==> src/rtl/icache_fetch.sv <==
// Direct-mapped read-only instruction cache: zero-latency hit path, word-serial refill on miss.
// Hit: 0 cycles; miss: 1 + beats + 1 stall cycles; waits on mem_ack_i per beat, flush aborts refill.
module icache_fetch #(
  parameter int LINES = 16,
  parameter int WORDS = 4
) (
  input  logic        clk_i,
  input  logic        rst_i,
  input  logic        start_i,
  input  logic [31:0] pc_i,
  input  logic        flush_i,
  output logic [31:0] instr_o,
  output logic        stall_o,
  output logic        mem_req_o,
  output logic [31:0] mem_addr_o,
  input  logic        mem_ack_i,
  input  logic [31:0] mem_data_i
);

  localparam int OFFW = $clog2(WORDS);
  localparam int IDXW = $clog2(LINES);
  localparam int LW   = 30 - OFFW;
  localparam int TAGW = LW - IDXW;

  typedef enum logic [1:0] {IDLE, REFILL, DONE} state_t;

  state_t             state_q, state_d;
  logic [LINES-1:0]   valid_q, valid_d;
  logic [LW-1:0]      line_q, line_d;
  logic [OFFW-1:0]    beat_q, beat_d;

  logic [31:0]        data_mem [LINES*WORDS];
  logic [TAGW-1:0]    tag_mem  [LINES];

  logic               data_we, tag_we, hit, stall, req;
  logic [31:0]        instr;
  logic [OFFW-1:0]    pc_off;
  logic [IDXW-1:0]    pc_idx, fill_idx;
  logic [TAGW-1:0]    pc_tag;
  logic               unused_byte;

  assign pc_off      = pc_i[2 +: OFFW];
  assign pc_idx      = pc_i[2+OFFW +: IDXW];
  assign pc_tag      = pc_i[31 -: TAGW];
  assign fill_idx    = line_q[IDXW-1:0];
  assign unused_byte = ^pc_i[1:0];
  assign hit         = start_i & valid_q[pc_idx] & (tag_mem[pc_idx] == pc_tag);

  always_comb begin
    state_d = state_q;
    valid_d = valid_q;
    line_d  = line_q;
    beat_d  = beat_q;
    data_we = 1'b0;
    tag_we  = 1'b0;
    stall   = 1'b0;
    req     = 1'b0;
    instr   = '0;
    case (state_q)
      IDLE: begin
        if (start_i) begin
          if (hit) begin
            instr = data_mem[{pc_idx, pc_off}];
          end else begin
            stall   = 1'b1;
            line_d  = pc_i[31:2+OFFW];
            beat_d  = '0;
            state_d = REFILL;
          end
        end
      end
      REFILL: begin
        stall = 1'b1;
        req   = 1'b1;
        if (mem_ack_i) begin
          data_we = 1'b1;
          beat_d  = beat_q + OFFW'(1);
          if (beat_q == OFFW'(WORDS-1)) begin
            tag_we            = 1'b1;
            valid_d[fill_idx] = 1'b1;
            state_d           = DONE;
          end
        end
      end
      DONE: begin
        stall   = 1'b1;
        state_d = IDLE;
      end
      default: state_d = IDLE;
    endcase
    // Flush wins over everything, including the ack that would validate the line.
    if (flush_i) begin
      valid_d = '0;
      state_d = IDLE;
      data_we = 1'b0;
      tag_we  = 1'b0;
    end
  end

  always_ff @(posedge clk_i or negedge rst_i) begin
    if (!rst_i) begin
      state_q <= IDLE;
      valid_q <= '0;
      line_q  <= '0;
      beat_q  <= '0;
    end else begin
      state_q <= state_d;
      valid_q <= valid_d;
      line_q  <= line_d;
      beat_q  <= beat_d;
    end
  end

  always_ff @(posedge clk_i) begin
    if (data_we) data_mem[{fill_idx, beat_q}] <= mem_data_i;
    if (tag_we)  tag_mem[fill_idx]            <= line_q[LW-1 -: TAGW];
  end

  assign stall_o    = rst_i & stall;
  assign instr_o    = rst_i ? instr : '0;
  assign mem_req_o  = req;
  assign mem_addr_o = req ? {line_q, beat_q, 2'b00} : '0;

endmodule
==> config.mk <==
export PLATFORM = sky130hd
export DESIGN_NAME = icache_fetch
export DESIGN_NICKNAME = d
export VERILOG_FILES = /design/src/rtl/icache_fetch.sv
export SDC_FILE = /design/constraint.sdc
export NUM_CORES = 2
export LEC_CHECK = 0
export ABC_CLOCK_PERIOD_IN_PS = 6700
export BUFFER_PORTS_ARGS = -buffer_cell sky130_fd_sc_hd__buf_2
export CAP_MARGIN = 20
export CORE_UTILIZATION = 34
export CTS_CLUSTER_SIZE = 25
export DETAILED_ROUTE_END_ITERATION = 8
export PLACE_DENSITY = 0.53
export RECOVER_POWER = 50
export SETUP_SLACK_MARGIN = 0.1
export SKIP_CTS_REPAIR_TIMING = 1
export SLEW_MARGIN = 25
export SYNTH_ARGS = -nofsm -noshare
export SYNTH_HDL_FRONTEND = slang
export SYNTH_SLANG_ARGS = --single-unit
==> constraint.sdc <==
create_clock -name clk_i -period 6.7 [get_ports clk_i]
set_clock_uncertainty 0.05 [all_clocks]
set_input_delay 0.335 -clock clk_i [delete_from_list [all_inputs] [get_ports clk_i]]
set_output_delay 0.335 -clock clk_i [all_outputs]
set_load 0.005 [all_outputs]
# Word level (Yosys, flattened, before mapping)
# Memory sizes are Yosys's and may differ from the RTL's.
# Cells that the tools add are included.
[word_totals] input_bits=69 memories=2 ramBits=2432 regBits=48 out_inout_bits=66
[mem_list] name="data_mem" words=64 word_bits=32 rd=1 rd_ports_with_merged_regs=0 wr=1 line="32" source="logic [31:0] data_mem [LINES*WORDS];"
[mem_list] name="tag_mem" words=16 word_bits=24 rd=1 rd_ports_with_merged_regs=0 wr=1 line="33" source="logic [TAGW-1:0] tag_mem [LINES];"
[op_classes] order_cmp=3 n_addsub=1 bitwise=5 n_mux=38 n_reduce_logical=11 eq_ne=11
[op_table] operator="two-way mux 32 bit" count=5
[op_table] operator="two-way mux 16 bit" count=4
[op_table] operator="== test 24 bit" count=1
[op_table] operator="two-way mux 1 bit" count=16
[op_table] operator="two-way mux 2 bit" count=8
[op_table] operator="bitwise OR 16 bit" count=1
[op_table] operator="!= test 3 bit (second input constant)" count=4
[op_table] operator="< comparator 4 x 5 -> 1 bit (second input constant)" count=2
[op_table] operator="case mux 2 bit (2 select lines)" count=2
[op_table] operator="AND reduction 4 bit" count=2
[op_table] operator="nonzero test 2 bit" count=4
[op_table] operator="!= test 2 bit (second input constant)" count=3
[op_table] operator="AND reduction 3 bit" count=2
[op_table] operator="binary-select mux 1 bit (select 4 bit)" count=1
[op_table] operator="demux 1 bit (select 4 bit)" count=1
[op_table] operator="== test 2 bit (second input constant)" count=2
[op_table] operator="greater-or-equal comparator 4 x 1 -> 1 bit (second input constant)" count=1
[op_table] operator="bitwise AND 1 bit" count=3
[op_table] operator="adder 2 x 1 -> 2 bit (second input constant)" count=1
[op_table] operator="== test 2 x 1 -> 1 bit (second input constant)" count=1
[op_table] operator="zero test 2 bit" count=1
[op_table] operator="case mux 1 bit (2 select lines)" count=1
[op_table] operator="OR reduction 2 bit" count=1
[op_table] operator="logical AND 1 bit" count=1
[op_table] operator="inverter 1 bit" count=1

# Depth between registers and ports, before layout
[logic_depth] depth_word=9 depth_mapped=13 ltp_nobuf=9

# Least setup slack after synthesis
# No wires, ideal clock.
[synth_timing] path_kind="input to output" start="in pc_i[2]" end="out instr_o[0]" slack_ps=3254 arrival_time_ps=3061 path_buffers=3 required_time_ps=6315 path_stages=7 cell_sequence="clkbuf_1 clkbuf_1 buf_1 mux4_2 mux4_2 mux4_2 nor2b_1"
[synth_between] elab_chain_len=5
[synth_rtl] element="start: declaration" line="10" source="input logic [31:0] pc_i,"
[synth_rtl] element="memory (64 x 32 bit)"
[synth_rtl] element="two-way mux 32 bit" line="62" source="if (hit) begin"
[synth_rtl] element="two-way mux 32 bit" line="61" source="if (start_i) begin"
[synth_rtl] element="two-way mux 32 bit" line="59" source="case (state_q)"
[synth_rtl] element="two-way mux 32 bit" line="120" source="assign instr_o = rst_i ? instr : '0;"
[synth_rtl] element="end: declaration" line="12" source="output logic [31:0] instr_o,"
# No other way between the ends.

# Final worst setup path
[layout_timing] start="mem tag_mem[13][1] in the netlist's numbering" end="out instr_o[26]"
[layout_between] elab_chain_len=7
[layout_rtl] element="start: declaration" line="33"
[layout_rtl] element="memory (16 x 24 bit)"
[layout_rtl] element="== test 24 bit" line="47" source="assign hit = start_i & valid_q[pc_idx] & (tag_mem[pc_idx] == pc_tag);"
[layout_rtl] element="bitwise AND 1 bit" line="47"
[layout_rtl] element="two-way mux 32 bit" line="62"
[layout_rtl] element="two-way mux 32 bit" line="61"
[layout_rtl] element="two-way mux 32 bit" line="59"
[layout_rtl] element="two-way mux 32 bit" line="120"
# No other way between the ends.

==> results <==
- The number of different library cells in the post-synthesis netlist is 61.
- The net count of the finished layout is roughly 4400.
- Synthesis inferred between 2000 and 2500 register bits.
- The final non-filler cell area is 0.111 sq mm.
- The first detailed-routing pass took 7 iterations.
- For this configuration, the core starts out at a cell density of 34.2%.
- The placed wire-length estimate is around 150 mm.
- The average routed wire per standard cell is ~31 um.
- The part of the total power dissipated in the clock network is about two fifths.
- The worst hold path cell count is 5.
- The die covers 0.283 sq mm.
- The final-report max-slew violation count is 2057.
- The die is 532 um tall.
- The minimum period implied by the final worst setup slack is between 5 and 6 ns.
- The detailed router placed 43900 vias in this run.
- CTS placed an instance of sky130_fd_sc_hd__clkbuf_16 at the clock tree root.
- The worst register-to-register path has a depth of 8.
- STA classifies the critical path startpoint as a flip-flop.
- Power spread over the standard cell area amounts to 301 mW/mm^2.
- The first-pass GRT wire length is between 300 and 400 mm.
- The largest single stage delay on the critical path is 0.46 ns.
- For flop-to-flop paths, the worst setup slack is ~1.8 ns.
- The fraction of synthesis flops using an asynchronous set or reset pin is 1.94%.
- The via density per instance is 5.35.
- The final worst-path cycle share is 74.8%.
- At the end of routability-driven placement, the weighted congestion stood at 0.744.
- Clock-pin slew was measured on the worst setup and hold paths at 0.06 ns.
- Clock tree synthesis inserted a total of 244 buffers.
- Row generation in the floorplan step produced 194 rows.
- In this run, the number of DRC markers left after iteration 0 of detailed routing was 4752.
- The Yosys step of the flow raised 0 warnings.
- No sink is reached through more buffers than the 4 on the longest clock path.
- Among all stages on the critical path, the largest delay is contributed by sky130_fd_sc_hd__a2111oi_4.
- The port buffer count is 130.
- Summing all placed instances gives a cell area of 0.103 sq mm.
- The maximum level of the CTS H-tree is 4.
- The layout cell share with drive strength beyond 1 is 32.7%.
- Global routing used 17.9% of the available tracks.
- The end of the worst register-to-register path is data_mem[55][29].
- The startpoint identified for the worst hold timing path is start_i.
- The power share of the combinational group is 6.6%.
- The proportion of power drawn by flip-flops and latches is ~54%.
- In this run the critical register-to-register path is launched from state_q[1].
- The CTS tree is built.
- The synthesized-area fraction occupied by xor and xnor cells is less than 1%.
- The largest fanout on the critical path is 24.
- The cell leakage power is between 30 and 40 nW.
- The highest clock frequency the design can meet is ~200 MHz.
- The number of antenna violations at the first check in global routing was 35.
- The switching power share of the total is 22.6%.
- The data required time of the worst path is 6.31 ns.
- The number of ports placed on the die boundary is about 140.
- The flow ran to the end, but the final reports show violations.
- Setup violations remaining at the end of the flow were counted as 0.
- The die is 532 um wide.
- The cell-internal power is 25.7 mW.
- The routed wire length is 255 mm.
- The switching power total is between 7 and 8 mW.
- The post-synthesis share of cell area spent on and, or, nand and nor gates is about 1.3%.
- Clock latency on the worst-skew pair, taken at its later pin, is 0.87 ns.
- The compound-gate portion of the synthesized area is 0.504%.
- Across the run, the number of max-cap violations was 32.
- The synthesized netlist devotes 0.0655% of its cell area to adder and majority cells.
- Among all flip-flop cells after synthesis, the most frequent one is sky130_fd_sc_hd__edfxtp_1.
- The type of the most critical hold path is in2reg.
- In the final timing run, aggregate negative setup slack is 0 ns.
- The share of the yosys chip area belonging to registers is 77.7%.
- The worst setup path is captured at an output pin.
- The final reports fail on design-rule violations, max-capacitance violations, max-slew violations.
- Fill cells in the final layout number 24500.
- Walking the worst path, the cells encountered are mux2_2, a221oi_1, a32oi_1, xnor2_1, nand4_1, a2111oi_4, and3_1, nand3_4, buf_4, nor2b_1, buf_2.
- By area, the combinational part of the netlist is dominated by multiplexers.
- Synthesis handed over a netlist of 3903 instances.
- The cell area after technology mapping is 0.0956 sq mm.
- The worst pin sits at a relative slew slack of -98.1%.
- After detailed routing, the number of remaining DRC violations is 32.
- The pre-CTS setup slack is between 1.5 and 2 ns.
- The worst path buffer plus inverter count is 2.
- Once detail routing completed, the nets flagged for antenna violations numbered 0.
- The number of sinks driven by the clock tree is 2480.
- Across the VDD grid, the largest voltage drop is 0.000234 V.
- The global route total overflow is 0.
- A synthesized cell averages 24.5 sq um.
- The critical path class is reg2out.
- Yosys mapped a number of flops with a built-in enable equal to 2432.
- For the pin with the worst max-slew slack, the measured transition is 2.97 ns.
- The maximum number of pins on one net before global-route repair is 87.
- The number of global-route vias before repair is 44800.
- The hold-critical path endpoint is state_q[1].
- The count of endpoints failing hold in the final timing report was 0.
- The largest delay contributor family on the critical path is simple AND/OR/NAND/NOR gates.
- From synthesis to final layout, the design area changed by 15.7%.
- The placeable core region is 0.279 sq mm.
- The arrival time at the worst endpoint is 4.62 ns.
- Multiplexer cells account for about a fifth of the synthesized area.
- Setup repair after global routing left no endpoint under its margin.
- The worst path meets setup with 1.69 ns of slack.
## synth_stat cells (3+ instances only)
master / instances / area share (%)
sky130_fd_sc_hd__mux4_2: 756 / 18
sky130_fd_sc_hd__mux2i_1: 57 / 0.60
sky130_fd_sc_hd__nand2_1: 27 / 0.11
sky130_fd_sc_hd__and2_1: 33 / 0.22
sky130_fd_sc_hd__a22o_1: 3 / 0.027
sky130_fd_sc_hd__a221oi_1: 3 / 0.027
sky130_fd_sc_hd__clkbuf_1: 112 / 0.44
sky130_fd_sc_hd__nand3_1: 7 / 0.037
sky130_fd_sc_hd__buf_4: 11 / 0.086
sky130_fd_sc_hd__inv_1: 21 / 0.082
sky130_fd_sc_hd__o22ai_1: 16 / 0.10
sky130_fd_sc_hd__nor2b_1: 44 / 0.29
sky130_fd_sc_hd__mux2_4: 20 / 0.31
sky130_fd_sc_hd__a21oi_1: 5 / 0.026
sky130_fd_sc_hd__nor3_1: 4 / 0.021
sky130_fd_sc_hd__edfxtp_1: 2432 / 76
sky130_fd_sc_hd__buf_2: 29 / 0.15
sky130_fd_sc_hd__o21ai_0: 4 / 0.021
sky130_fd_sc_hd__nor2_1: 92 / 0.36
sky130_fd_sc_hd__ha_1: 5 / 0.065
sky130_fd_sc_hd__buf_6: 13 / 0.15
sky130_fd_sc_hd__mux2_2: 12 / 0.14
sky130_fd_sc_hd__xor2_1: 14 / 0.13
sky130_fd_sc_hd__nand4_1: 3 / 0.020
sky130_fd_sc_hd__a22oi_1: 4 / 0.031
sky130_fd_sc_hd__nand2b_1: 13 / 0.085
sky130_fd_sc_hd__a2111oi_4: 3 / 0.086
sky130_fd_sc_hd__xnor2_1: 23 / 0.21
sky130_fd_sc_hd__nand3b_1: 4 / 0.031
sky130_fd_sc_hd__buf_1: 42 / 0.16
sky130_fd_sc_hd__mux4_1: 5 / 0.14
sky130_fd_sc_hd__dfrtp_1: 48 / 1.3
## worst min-delay path, delay by kind of cell
family | cells | cell delay, ns
AOI/OAI and AO/OA | 2 | 0.24
buffers and inverters | 2 | 0.22
muxes | 1 | 0.12
## final cells by class
| class | instances | area [sq um] | share of cell area, % |
|---|---|---|---|
| timing repair buffer | 358 | 3260 | 2.94 |
| clock buffer | 300 | 6390 | 5.78 |
| tap | 3724 | 4660 | 4.21 |
| multi-input combinational | 1191 | 20900 | 18.9 |
| clock inverter | 138 | 1050 | 0.950 |
| sequential | 2480 | 74200 | 67.1 |
| antenna | 8 | 20.0 | 0.0181 |
| inverter | 22 | 82.6 | 0.0747 |
## placed cells by master (no fill, tap or decap), types with 27 or more instances in the layout
cell / n
sky130_fd_sc_hd__nor2b_1: 44
sky130_fd_sc_hd__nand2_1: 27
sky130_fd_sc_hd__edfxtp_1: 2432
sky130_fd_sc_hd__dfrtp_1: 48
sky130_fd_sc_hd__clkbuf_1: 85
sky130_fd_sc_hd__clkbuf_16: 247
sky130_fd_sc_hd__mux4_2: 756
sky130_fd_sc_hd__clkinv_1: 65
sky130_fd_sc_hd__dlygate4sd3_1: 57
sky130_fd_sc_hd__clkinv_2: 48
sky130_fd_sc_hd__nor2_4: 80
sky130_fd_sc_hd__buf_2: 94
sky130_fd_sc_hd__buf_4: 124
sky130_fd_sc_hd__mux2i_1: 57
## metrics by stage
step | hold slack, ns | power (mW) | utilization [%] | std cells
final | 0.0472 | 33.3 | 39.6 | 8221
after global routing | 0.0185 | 34.3 | 39.6 | 8215
after CTS | -0.460 | 33.5 | 39.4 | 8155
after detailed placement | 0.469 | 20.5 | 36.7 | 7717
after global placement | 0.468 | 20.4 | 36.4 | 7689
after floorplan | -0.0106 | 19.3 | - | 3904
## how the worst max path moves through the flow
stage / startpoint / endpoint / slack, ns / cells past startpoint
finish: tag_mem[13][1] / instr_o[26] / 1.69 / 11
global route: tag_mem[5][16] / instr_o[26] / 1.44 / 11
global placement: pc_i[5] / instr_o[30] / 1.53 / 11
floorplan: pc_i[2] / instr_o[0] / 3.25 / 7
CTS: tag_mem[1][16] / instr_o[30] / 1.48 / 10
detailed placement: pc_i[5] / instr_o[30] / 1.55 / 11
## per-layer routing
metal	GRT usage, %	routed length (um)	vias to the layer above
li1	-	-	17600
met1	25.2	110000	24700
met5	0	69	-
met3	2.40	13200	326
met2	29.9	127000	1265
met4	3.59	5040	10
## power by group through the flow
stage | sequential, mW | combinational [mW] | clock (mW)
floorplan | 18.1 | 1.26 | 0
global placement | 18.3 | 2.16 | 0
detailed placement | 18.3 | 2.20 | 0
CTS | 18.0 | 2.20 | 13.3
global route | 18.1 | 2.32 | 13.9
finish | 18.0 | 2.20 | 13.1
## kinds of logic (layout without fill, tap and decap cells)
family / after synthesis / in the layout
flip-flops: 2480 / 2480
multiplexers: 850 / 850
AND/OR/NAND/NOR: 240 / 240
buffers and inverters: 233 / 818
AO/OA/AOI/OAI: 57 / 57
XOR/XNOR: 37 / 37
adder cells (fa/ha/maj): 5 / 5
other: 1 / 10
## registers in the layout, indices dropped and copies added, names as in the netlist
| signal | cells |
|---|---|
| beat_q | 2 |
| line_q | 28 |
| valid_q | 16 |
| state_q | 2 |
| tag_mem | 384 |
| data_mem | 2048 |
No activity file was read; power rests on OpenSTA's default activity.
